File: config.mk
export PLATFORM = sky130hd
export DESIGN_NAME = pipe_stage_buf
export DESIGN_NICKNAME = d
export VERILOG_FILES = /design/src/rtl/pipe_pkg.sv /design/src/rtl/pipe_slot.sv /design/src/rtl/pipe_stage_buf.sv
export SDC_FILE = /design/constraint.sdc
export NUM_CORES = 1
export LEC_CHECK = 0
export CAP_MARGIN = 20
export CORE_MARGIN = 1.5
export CORE_UTILIZATION = 40
export DETAILED_ROUTE_END_ITERATION = 12
export PLACE_DENSITY = 0.73
export SYNTH_ARGS = -nofsm -noshare
export SYNTH_HDL_FRONTEND = slang
export SYNTH_SLANG_ARGS = --single-unit
File: constraint.sdc
create_clock -name clk -period 5 [get_ports clk]
set_clock_uncertainty 0.05 [all_clocks]
set_input_delay 1 -clock clk [delete_from_list [all_inputs] [get_ports clk]]
set_output_delay 1 -clock clk [all_outputs]
set_load 0.02 [all_outputs]
File: src/rtl/pipe_pkg.sv
// Shared definitions for the generic MIPS32 inter-stage buffer: occupancy states,
// NOP control value, per-stage bundle widths and control-field bit positions.
package pipe_pkg;

   typedef enum logic [1:0] {
      EMPTY = 2'd0,
      ONE   = 2'd1,
      FULL  = 2'd2
   } buf_state_e;

   localparam int                    CTRL_W_DEF = 8;
   localparam logic [CTRL_W_DEF-1:0] NOP_CTRL   = 8'h00;

   // Data-bundle widths of the four classic stage boundaries
   localparam int IF_ID_W  = 64;
   localparam int ID_EX_W  = 106;
   localparam int EX_MEM_W = 73;
   localparam int MEM_WB_W = 69;

   localparam int CTRL_REG_WRITE = 0;
   localparam int CTRL_MEM_READ  = 1;
   localparam int CTRL_MEM_WRITE = 2;
   localparam int CTRL_BRANCH    = 3;
   localparam int CTRL_JUMP      = 4;
   localparam int CTRL_MEM_TO_REG = 5;
   localparam int CTRL_ALU_SRC   = 6;
   localparam int CTRL_REG_DST   = 7;

endpackage

File: src/rtl/pipe_slot.sv
// One entry of a pipeline stage buffer: valid bit, control bundle and data bundle.
// clear_ctrl wins over load; it drops the entry and zeroes its control field.
module pipe_slot #(
   parameter int CTRL_W = 8,
   parameter int DATA_W = 106
) (
   input  logic              clk,
   input  logic              reset,
   input  logic              load,
   input  logic              clear_ctrl,
   input  logic [CTRL_W-1:0] d_ctrl,
   input  logic [DATA_W-1:0] d_data,
   output logic              valid,
   output logic [CTRL_W-1:0] ctrl,
   output logic [DATA_W-1:0] data
);

   logic              valid_r;
   logic [CTRL_W-1:0] ctrl_r;
   logic [DATA_W-1:0] data_r;

   // Entry register; a clear leaves the data field untouched
   always_ff @(posedge clk or negedge reset) begin
      if (!reset) begin
         valid_r <= 1'b0;
         ctrl_r  <= {CTRL_W{1'b0}};
         data_r  <= {DATA_W{1'b0}};
      end else if (clear_ctrl) begin
         valid_r <= 1'b0;
         ctrl_r  <= {CTRL_W{1'b0}};
         data_r  <= data_r;
      end else if (load) begin
         valid_r <= 1'b1;
         ctrl_r  <= d_ctrl;
         data_r  <= d_data;
      end else begin
         valid_r <= valid_r;
         ctrl_r  <= ctrl_r;
         data_r  <= data_r;
      end
   end

   assign valid = valid_r;
   assign ctrl  = ctrl_r;
   assign data  = data_r;

endmodule

File: src/rtl/pipe_stage_buf.sv
// Generic flow-controlled pipeline stage register with optional two-entry skid
// buffer (registered in_ready), flush/bubble insertion and a saturating stall counter.
module pipe_stage_buf
   import pipe_pkg::*;
#(
   parameter int CTRL_W = 8,
   parameter int DATA_W = 106,
   parameter int SKID   = 1,
   parameter int CNT_W  = 16
) (
   input  logic              clk,
   input  logic              reset,
   input  logic              flush,
   input  logic              in_valid,
   output logic              in_ready,
   input  logic [CTRL_W-1:0] in_ctrl,
   input  logic [DATA_W-1:0] in_data,
   output logic              out_valid,
   input  logic              out_ready,
   output logic [CTRL_W-1:0] out_ctrl,
   output logic [DATA_W-1:0] out_data,
   output logic [CNT_W-1:0]  stall_cnt
);

   logic              alive_r;
   logic              in_acc_s;
   logic              out_acc_s;
   logic              head_load_s;
   logic              head_clr_s;
   logic [CTRL_W-1:0] head_d_ctrl_s;
   logic [DATA_W-1:0] head_d_data_s;
   logic              head_valid_s;
   logic [CTRL_W-1:0] head_ctrl_s;
   logic [DATA_W-1:0] head_data_s;
   logic [CNT_W-1:0]  stall_cnt_r;

   assign in_acc_s  = in_valid & in_ready & ~flush;
   assign out_acc_s = head_valid_s & out_ready;

   // Holds in_ready low until the first edge after reset release
   always_ff @(posedge clk or negedge reset) begin
      if (!reset) begin
         alive_r <= 1'b0;
      end else begin
         alive_r <= 1'b1;
      end
   end

   pipe_slot #(.CTRL_W(CTRL_W), .DATA_W(DATA_W)) u_head (
      .clk        (clk),
      .reset      (reset),
      .load       (head_load_s),
      .clear_ctrl (head_clr_s),
      .d_ctrl     (head_d_ctrl_s),
      .d_data     (head_d_data_s),
      .valid      (head_valid_s),
      .ctrl       (head_ctrl_s),
      .data       (head_data_s)
   );

   generate
      if (SKID != 0) begin : g_skid
         buf_state_e        state_r;
         buf_state_e        state_nxt_s;
         logic              skid_load_s;
         logic              skid_clr_s;
         logic              skid_valid_s;
         logic [CTRL_W-1:0] skid_ctrl_s;
         logic [DATA_W-1:0] skid_data_s;

         pipe_slot #(.CTRL_W(CTRL_W), .DATA_W(DATA_W)) u_skid (
            .clk        (clk),
            .reset      (reset),
            .load       (skid_load_s),
            .clear_ctrl (skid_clr_s),
            .d_ctrl     (in_ctrl),
            .d_data     (in_data),
            .valid      (skid_valid_s),
            .ctrl       (skid_ctrl_s),
            .data       (skid_data_s)
         );

         // in_ready depends only on flops, so out_ready never reaches it
         assign in_ready = alive_r & (state_r != FULL);

         // Head refills from the skid slot whenever the skid holds the older entry
         always_comb begin
            if (skid_valid_s) begin
               head_d_ctrl_s = skid_ctrl_s;
               head_d_data_s = skid_data_s;
            end else begin
               head_d_ctrl_s = in_ctrl;
               head_d_data_s = in_data;
            end
         end

         // Occupancy transitions and slot load/clear strobes; flush overrides all
         always_comb begin
            state_nxt_s = state_r;
            head_load_s = 1'b0;
            head_clr_s  = flush;
            skid_load_s = 1'b0;
            skid_clr_s  = flush;
            if (flush) begin
               state_nxt_s = EMPTY;
            end else begin
               case (state_r)
                  EMPTY: begin
                     if (in_acc_s) begin
                        head_load_s = 1'b1;
                        state_nxt_s = ONE;
                     end else begin
                        state_nxt_s = EMPTY;
                     end
                  end
                  ONE: begin
                     if (in_acc_s && out_acc_s) begin
                        head_load_s = 1'b1;
                        state_nxt_s = ONE;
                     end else if (in_acc_s) begin
                        skid_load_s = 1'b1;
                        state_nxt_s = FULL;
                     end else if (out_acc_s) begin
                        head_clr_s  = 1'b1;
                        state_nxt_s = EMPTY;
                     end else begin
                        state_nxt_s = ONE;
                     end
                  end
                  FULL: begin
                     if (out_acc_s) begin
                        head_load_s = 1'b1;
                        skid_clr_s  = 1'b1;
                        state_nxt_s = ONE;
                     end else begin
                        state_nxt_s = FULL;
                     end
                  end
                  default: begin
                     head_clr_s  = 1'b1;
                     skid_clr_s  = 1'b1;
                     state_nxt_s = EMPTY;
                  end
               endcase
            end
         end

         // Occupancy state register
         always_ff @(posedge clk or negedge reset) begin
            if (!reset) begin
               state_r <= EMPTY;
            end else begin
               state_r <= state_nxt_s;
            end
         end
      end else begin : g_single
         assign in_ready = alive_r & (~head_valid_s | out_ready);

         // Single slot: a simultaneous take and give reloads instead of clearing
         always_comb begin
            head_d_ctrl_s = in_ctrl;
            head_d_data_s = in_data;
            head_load_s   = in_acc_s;
            if (flush) begin
               head_clr_s = 1'b1;
            end else begin
               head_clr_s = out_acc_s & ~in_acc_s;
            end
         end
      end
   endgenerate

   // Saturating count of stalled cycles; flush does not clear it
   always_ff @(posedge clk or negedge reset) begin
      if (!reset) begin
         stall_cnt_r <= {CNT_W{1'b0}};
      end else if (head_valid_s && !out_ready && (stall_cnt_r != {CNT_W{1'b1}})) begin
         stall_cnt_r <= stall_cnt_r + CNT_W'(1);
      end else begin
         stall_cnt_r <= stall_cnt_r;
      end
   end

   assign out_valid = head_valid_s;
   assign out_ctrl  = head_ctrl_s & {CTRL_W{head_valid_s}};
   assign out_data  = head_data_s;
   assign stall_cnt = stall_cnt_r;

endmodule
# Yosys cells after proc, flatten, opt, wreduce, memory -nomap -nowiden
# Index checks and enable logic that the tools add are counted.
totals:
  register_bits: 249
  input_bits: 119
  out_inout_bits: 132
classes:
  addsub: 1
  n_eq_ne: 4
  mux: 31
  n_bitwise: 8
  reduce_logical: 11
op_table:
  columns: ["op", "n"]
  rows:
  - ["2-to-1 mux 106 bit", 1]
  - ["2-to-1 mux 8 bit", 5]
  - ["2-to-1 mux 1 bit", 17]
  - ["adder 16 x 1 -> 16 bit (second input constant)", 1]
  - ["inequality test 16 bit (second input constant)", 1]
  - ["bitwise AND 8 bit", 1]
  - ["2-to-1 mux 2 bit", 4]
  - ["case mux 2 bit (3 select lines)", 1]
  - ["bitwise AND 1 bit", 4]
  - ["case mux 1 bit (2 select lines)", 2]
  - ["AND reduction 2 bit", 2]
  - ["nonzero test 2 bit", 2]
  - ["OR reduction 2 bit", 2]
  - ["logical AND 1 bit", 3]
  - ["NOT 1 bit", 3]
  - ["case mux 1 bit (3 select lines)", 1]
  - ["equality test 2 x 1 -> 1 bit (second input constant)", 1]
  - ["equality test 2 bit (second input constant)", 1]
  - ["logical NOT 2 bit", 1]
  - ["inequality test 2 bit (second input constant)", 1]
  - ["logical NOT 1 bit", 1]

# Longest topological paths before layout
depth:
  depth_word: 10
  ltp_mapped: 12
  mapped_depth_nobuf: 8

# Modules after synthesis
# From an unflattened synthesis, not the netlist that was laid out.
unflattened:
  hier_cells: 743
  hier_area_um2: 11479.8
by_module_without_submodules:
  columns: ["module", "n_inst", "cells_per_inst", "area_each_um2"]
  rows:
  - ["pipe_slot", 2, 254, 4528.1]
  - ["pipe_stage_buf", 1, 235, 2423.6]

# Worst setup path after synthesis
# Ideal clock, no wire load.
synth_timing:
  path_kind: "input-to-reg"
  startpoint: "input flush"
  endpoint: "register u_head.data_r[15] (netlist: u_head.data[15])"
  setup_time_ns: 0.127
  t_arrival_ns: 2.835
  required_ns: 4.823
  setup_slack_ns: 1.987
  path_stages: 12
  n_path_buf: 4
  path_cell_list: "buf_2 > nor2b_1 > and3_1 > inv_1 > ha_1 > o21ai_1 > nand2b_1 > clkbuf_1 > a21oi_4 > buf_6 > buf_6 > mux2_1"
synth_via:
  elab_chain_len: 8
  elab_cells_between_ends: 13
synth_lines:
  columns: ["element", "line_no", "rtl"]
  rows:
  - ["from (decl)", "pipe_stage_buf.sv:13", "input logic flush,"]
  - ["NOT 1 bit", "pipe_stage_buf.sv:37", "assign in_acc_s = in_valid & in_ready & ~flush;"]
  - ["bitwise AND 1 bit", "pipe_stage_buf.sv:37", null]
  - ["2-to-1 mux 1 bit or logical AND 1 bit (tied branches)", "pipe_stage_buf.sv:120, pipe_stage_buf.sv:117", null]
  - ["2-to-1 mux 1 bit", "pipe_stage_buf.sv:117", "if (in_acc_s && out_acc_s) begin"]
  - ["case mux 1 bit (2 select lines)", "pipe_stage_buf.sv:107", "case (state_r)"]
  - ["2-to-1 mux 1 bit", "pipe_stage_buf.sv:104", "if (flush) begin"]
  - ["NOT 1 bit (no line)", null, null]
  - ["AND reduction 2 bit (no line) (*)", null, null]
  - ["to (signal assigned)", "pipe_slot.sv:31", "data_r <= data_r;"]
  - ["to (signal assigned)", "pipe_slot.sv:35", "data_r <= d_data;"]
  - ["to (signal assigned)", "pipe_slot.sv:39", "data_r <= data_r;"]
  - ["to (decl)", "pipe_slot.sv:20", "logic [DATA_W-1:0] data_r;"]
# Mark *: on every way between the ends. The rest lies on a longest branch, timed or not.
# A chain may end at the register's enable or synchronous reset.

# Worst setup path after layout
layout_timing:
  startpoint: "input flush"
  endpoint: "register u_head.data_r[63] (netlist: u_head.data[63])"
# Same word-level chain as after synthesis.

==> flow_summary.toml <==
[global_routing]
grt_pass1_vias = 7159
grt-ovfl-total = 0
grt_use_total_pct = 17.0
antenna_found_initial = 0
grt_max_degree = 126
grt_pass1_wl_mm = 39.0

[synth]
postSynth.asyncResetShare_pct = 100
syn_area_um2 = 11000
synthCells = 758
synth.avg_cell_area_um2 = 14.5
synth_seq_area_share_pct = 56.5
synth_edf_count = 0
synth_seq_cells = 249
yosys_warnings = 0
synth_ff_type = "dfrtp_1"
ys_types = 42
syn_nets = 881

[cells_and_area]
antenna_cells = 0
drive_gt1_share_pct = 32.8
fillers = 2284
fin_nets = 1124
area_growth_pct = 34.2

[timing]
tightestPinTransition_ns = 1.04
layout_min_cycle_time_ns = 3.46
finalCritPeriodShare_pct = 69.3
maxSlewViolCount = 0
hold-worst-slack_ns = 0.432
final_hold_viol_count = 0
slew_headroom_pct = 30.1
fin_setup_tns_ns = 0
rsz0062_at_grt = "false"
fmax_ghz = 0.289
setup_viol = 0

[route]
viasPerCell = 5.05
post-route-drc-count = 0
drt-initial-drc-count = 297
routed_wl_mm = 24.3
wire_per_inst_um = 17.8
dr.pass1.iters = 4
drtAntennaViolNets = 0
num_vias = 6890

[clock_tree]
cts.sinks = 249
path_clk_slew_ns = 0.06
cts_resized = 0
hold_buffers = 0
post-cts-setup-buffers = 0
clkLatencyLatePin_ns = 0.53
cts_root_buf = "clkbuf_16"
cts_buffer_depth = 3
htree_levels = 1
tritoncts = "yes"
cts_inserted_buffers = 28

[critical_path]
crit_chain = "clkdlybuf4s50_1 -> nor2b_1 -> and3_1 -> inv_1 -> ha_1 -> o21ai_1 -> nand2b_1 -> a21oi_4 -> buf_4 -> mux2_2"
cp.required_ns = 5.36
crit_family = "buffers and inverters"
crit_cells = 10
cp-end-kind = "flop"
max_stage_delay_ns = 0.57
critPathArrivalTime_ns = 3.83
worstPathMaxFanout = 47
cpMaxStageDelayCell = "clkdlybuf4s50_1"
worst_setup_path_start_kind = "primary input"
rr_worst_depth = 9
criticalPathCategory = "in2reg"
critPathBufInv = 3

[floorplan]
num_rows = 60
core-area_um2 = 27000
pin_count = 251
start_util_pct = 40.8
die_area_um2 = 28600
die_w_um = 169
fp.dieH_um = 169

[placement]
portBuffers = 250
dp_hpwl_mm = 15.6
gp_congestion = 0.785

[power_and_ir_drop]
peakVddDrop_mv = 0.312
leakage_nw = 6.44
p_per_area_nw_per_um2 = 429

[flow_run]
maxCapViolCount = 0

[hold_path]
holdCritPathClass = "reg2reg"
min_path_cells = 1

[status]
status = "completed"
layer usage:
metal	global-route usage, %	wire [um]
met3	4.98	1620
met4	5.04	695
met5	0	0
met2	27.9	11500
met1	21.7	10500
kinds of logic after synthesis:
family / after synthesis / synth area share, %
other: 1 / 0.0340
XOR/XNOR: 12 / 0.953
AO/OA/AOI/OAI: 30 / 2.20
flip-flops: 249 / 56.5
AND/OR/NAND/NOR: 95 / 4.94
multiplexers: 319 / 32.6
adder cells (fa/ha/maj): 4 / 0.454
buffers and inverters: 48 / 2.30
path summary, 6_finish.rpt:
check / startpoint / end / slack [ns]
worst max-delay path: flush / u_head.data[63] / 1.54
min in group asynchronous: reset / u_head.data[27] / 0.50
worst min register to register: u_head.data[46] / u_head.data[46] / 0.43
max in group asynchronous: reset / stall_cnt[13] / 3.24
worst max register to register: g_skid.state_r[1] / u_head.data[63] / 1.95
worst min-delay path: u_head.data[46] / u_head.data[46] / 0.43
through the flow:
step	area, um^2	std cells	util, %	power, mW	setup slack, ns
3_3_place_gp	13800	1312	51.1	4.21	1.03
3_5_place_dp	13800	1312	51.1	4.24	1.01
6_report	14800	1364	54.7	6.34	1.54
2_1_floorplan	11000	758	-	3.40	1.99
4_1_cts	14800	1364	54.7	6.43	1.56
5_1_grt	14800	1364	54.7	6.63	1.33
where the power goes:
part           leakage, nW  switching [mW]  internal, mW
Sequential            3.23           0.215          2.39
Combinational         2.73           0.702         0.879
Clock                0.478           0.812          1.34
sequential cells by signal, summed over array words and instances (netlist names):
name,flops
g_skid.u_skid.ctrl,8
stall_cnt,16
g_skid.state_r,2
u_head.ctrl,8
alive_r,1
u_head.valid,1
g_skid.u_skid.data,106
u_head.data,106
g_skid.u_skid.valid,1
cells in the mapped netlist, drive strengths merged (2+ instances only):
| master | n | area, um^2 |
|---|---|---|
| a21oi | 6 | 41.3 |
| a221oi | 8 | 70.1 |
| a22o | 8 | 70.1 |
| and2 | 10 | 62.6 |
| and3 | 3 | 18.8 |
| and4 | 2 | 17.5 |
| buf | 23 | 160 |
| clkbuf | 21 | 78.8 |
| dfrtp | 249 | 6230 |
| ha | 4 | 50.1 |
| inv | 4 | 15.0 |
| mux2 | 319 | 3590 |
| nand2 | 10 | 37.5 |
| nand2b | 4 | 25.0 |
| nand3 | 5 | 25.0 |
| nand4 | 5 | 31.3 |
| nor2 | 13 | 48.8 |
| nor2b | 9 | 56.3 |
| nor3 | 25 | 130 |
| nor4 | 3 | 31.3 |
| o22a | 2 | 17.5 |
| or2 | 2 | 12.5 |
| or3 | 2 | 12.5 |
| xnor2 | 2 | 17.5 |
| xor2 | 10 | 87.6 |
placed cells by master (no fill, tap or decap), types with 5 or more instances in the layout:
master and n:
a221oi_1 8, mux2_2 279, nand4_1 5, clkbuf_1 10
clkbuf_8 5, dfrtp_1 248, clkdlybuf4s50_1 249, nor2b_1 9
and2_1 10, nor3_1 24, nor2_1 13, nand3_1 5
xor2_1 10, clkbuf_16 29, a21oi_1 5, nand2_1 10
mux2_1 40, a22o_1 8
area by class of cell:
| cell class | count | area (um^2) | area share [%] |
|---|---|---|---|
| multi-input cells | 461 | 4540 | 30.7 |
| repair buffers | 257 | 2600 | 17.6 |
| inverters | 4 | 15.0 | 0.101 |
| clock buffers | 44 | 832 | 5.62 |
| clock inverters | 8 | 144 | 0.973 |
| flip-flops and latches | 249 | 6230 | 42.1 |
| well taps | 341 | 427 | 2.88 |
(Power assumes the default switching activity.)
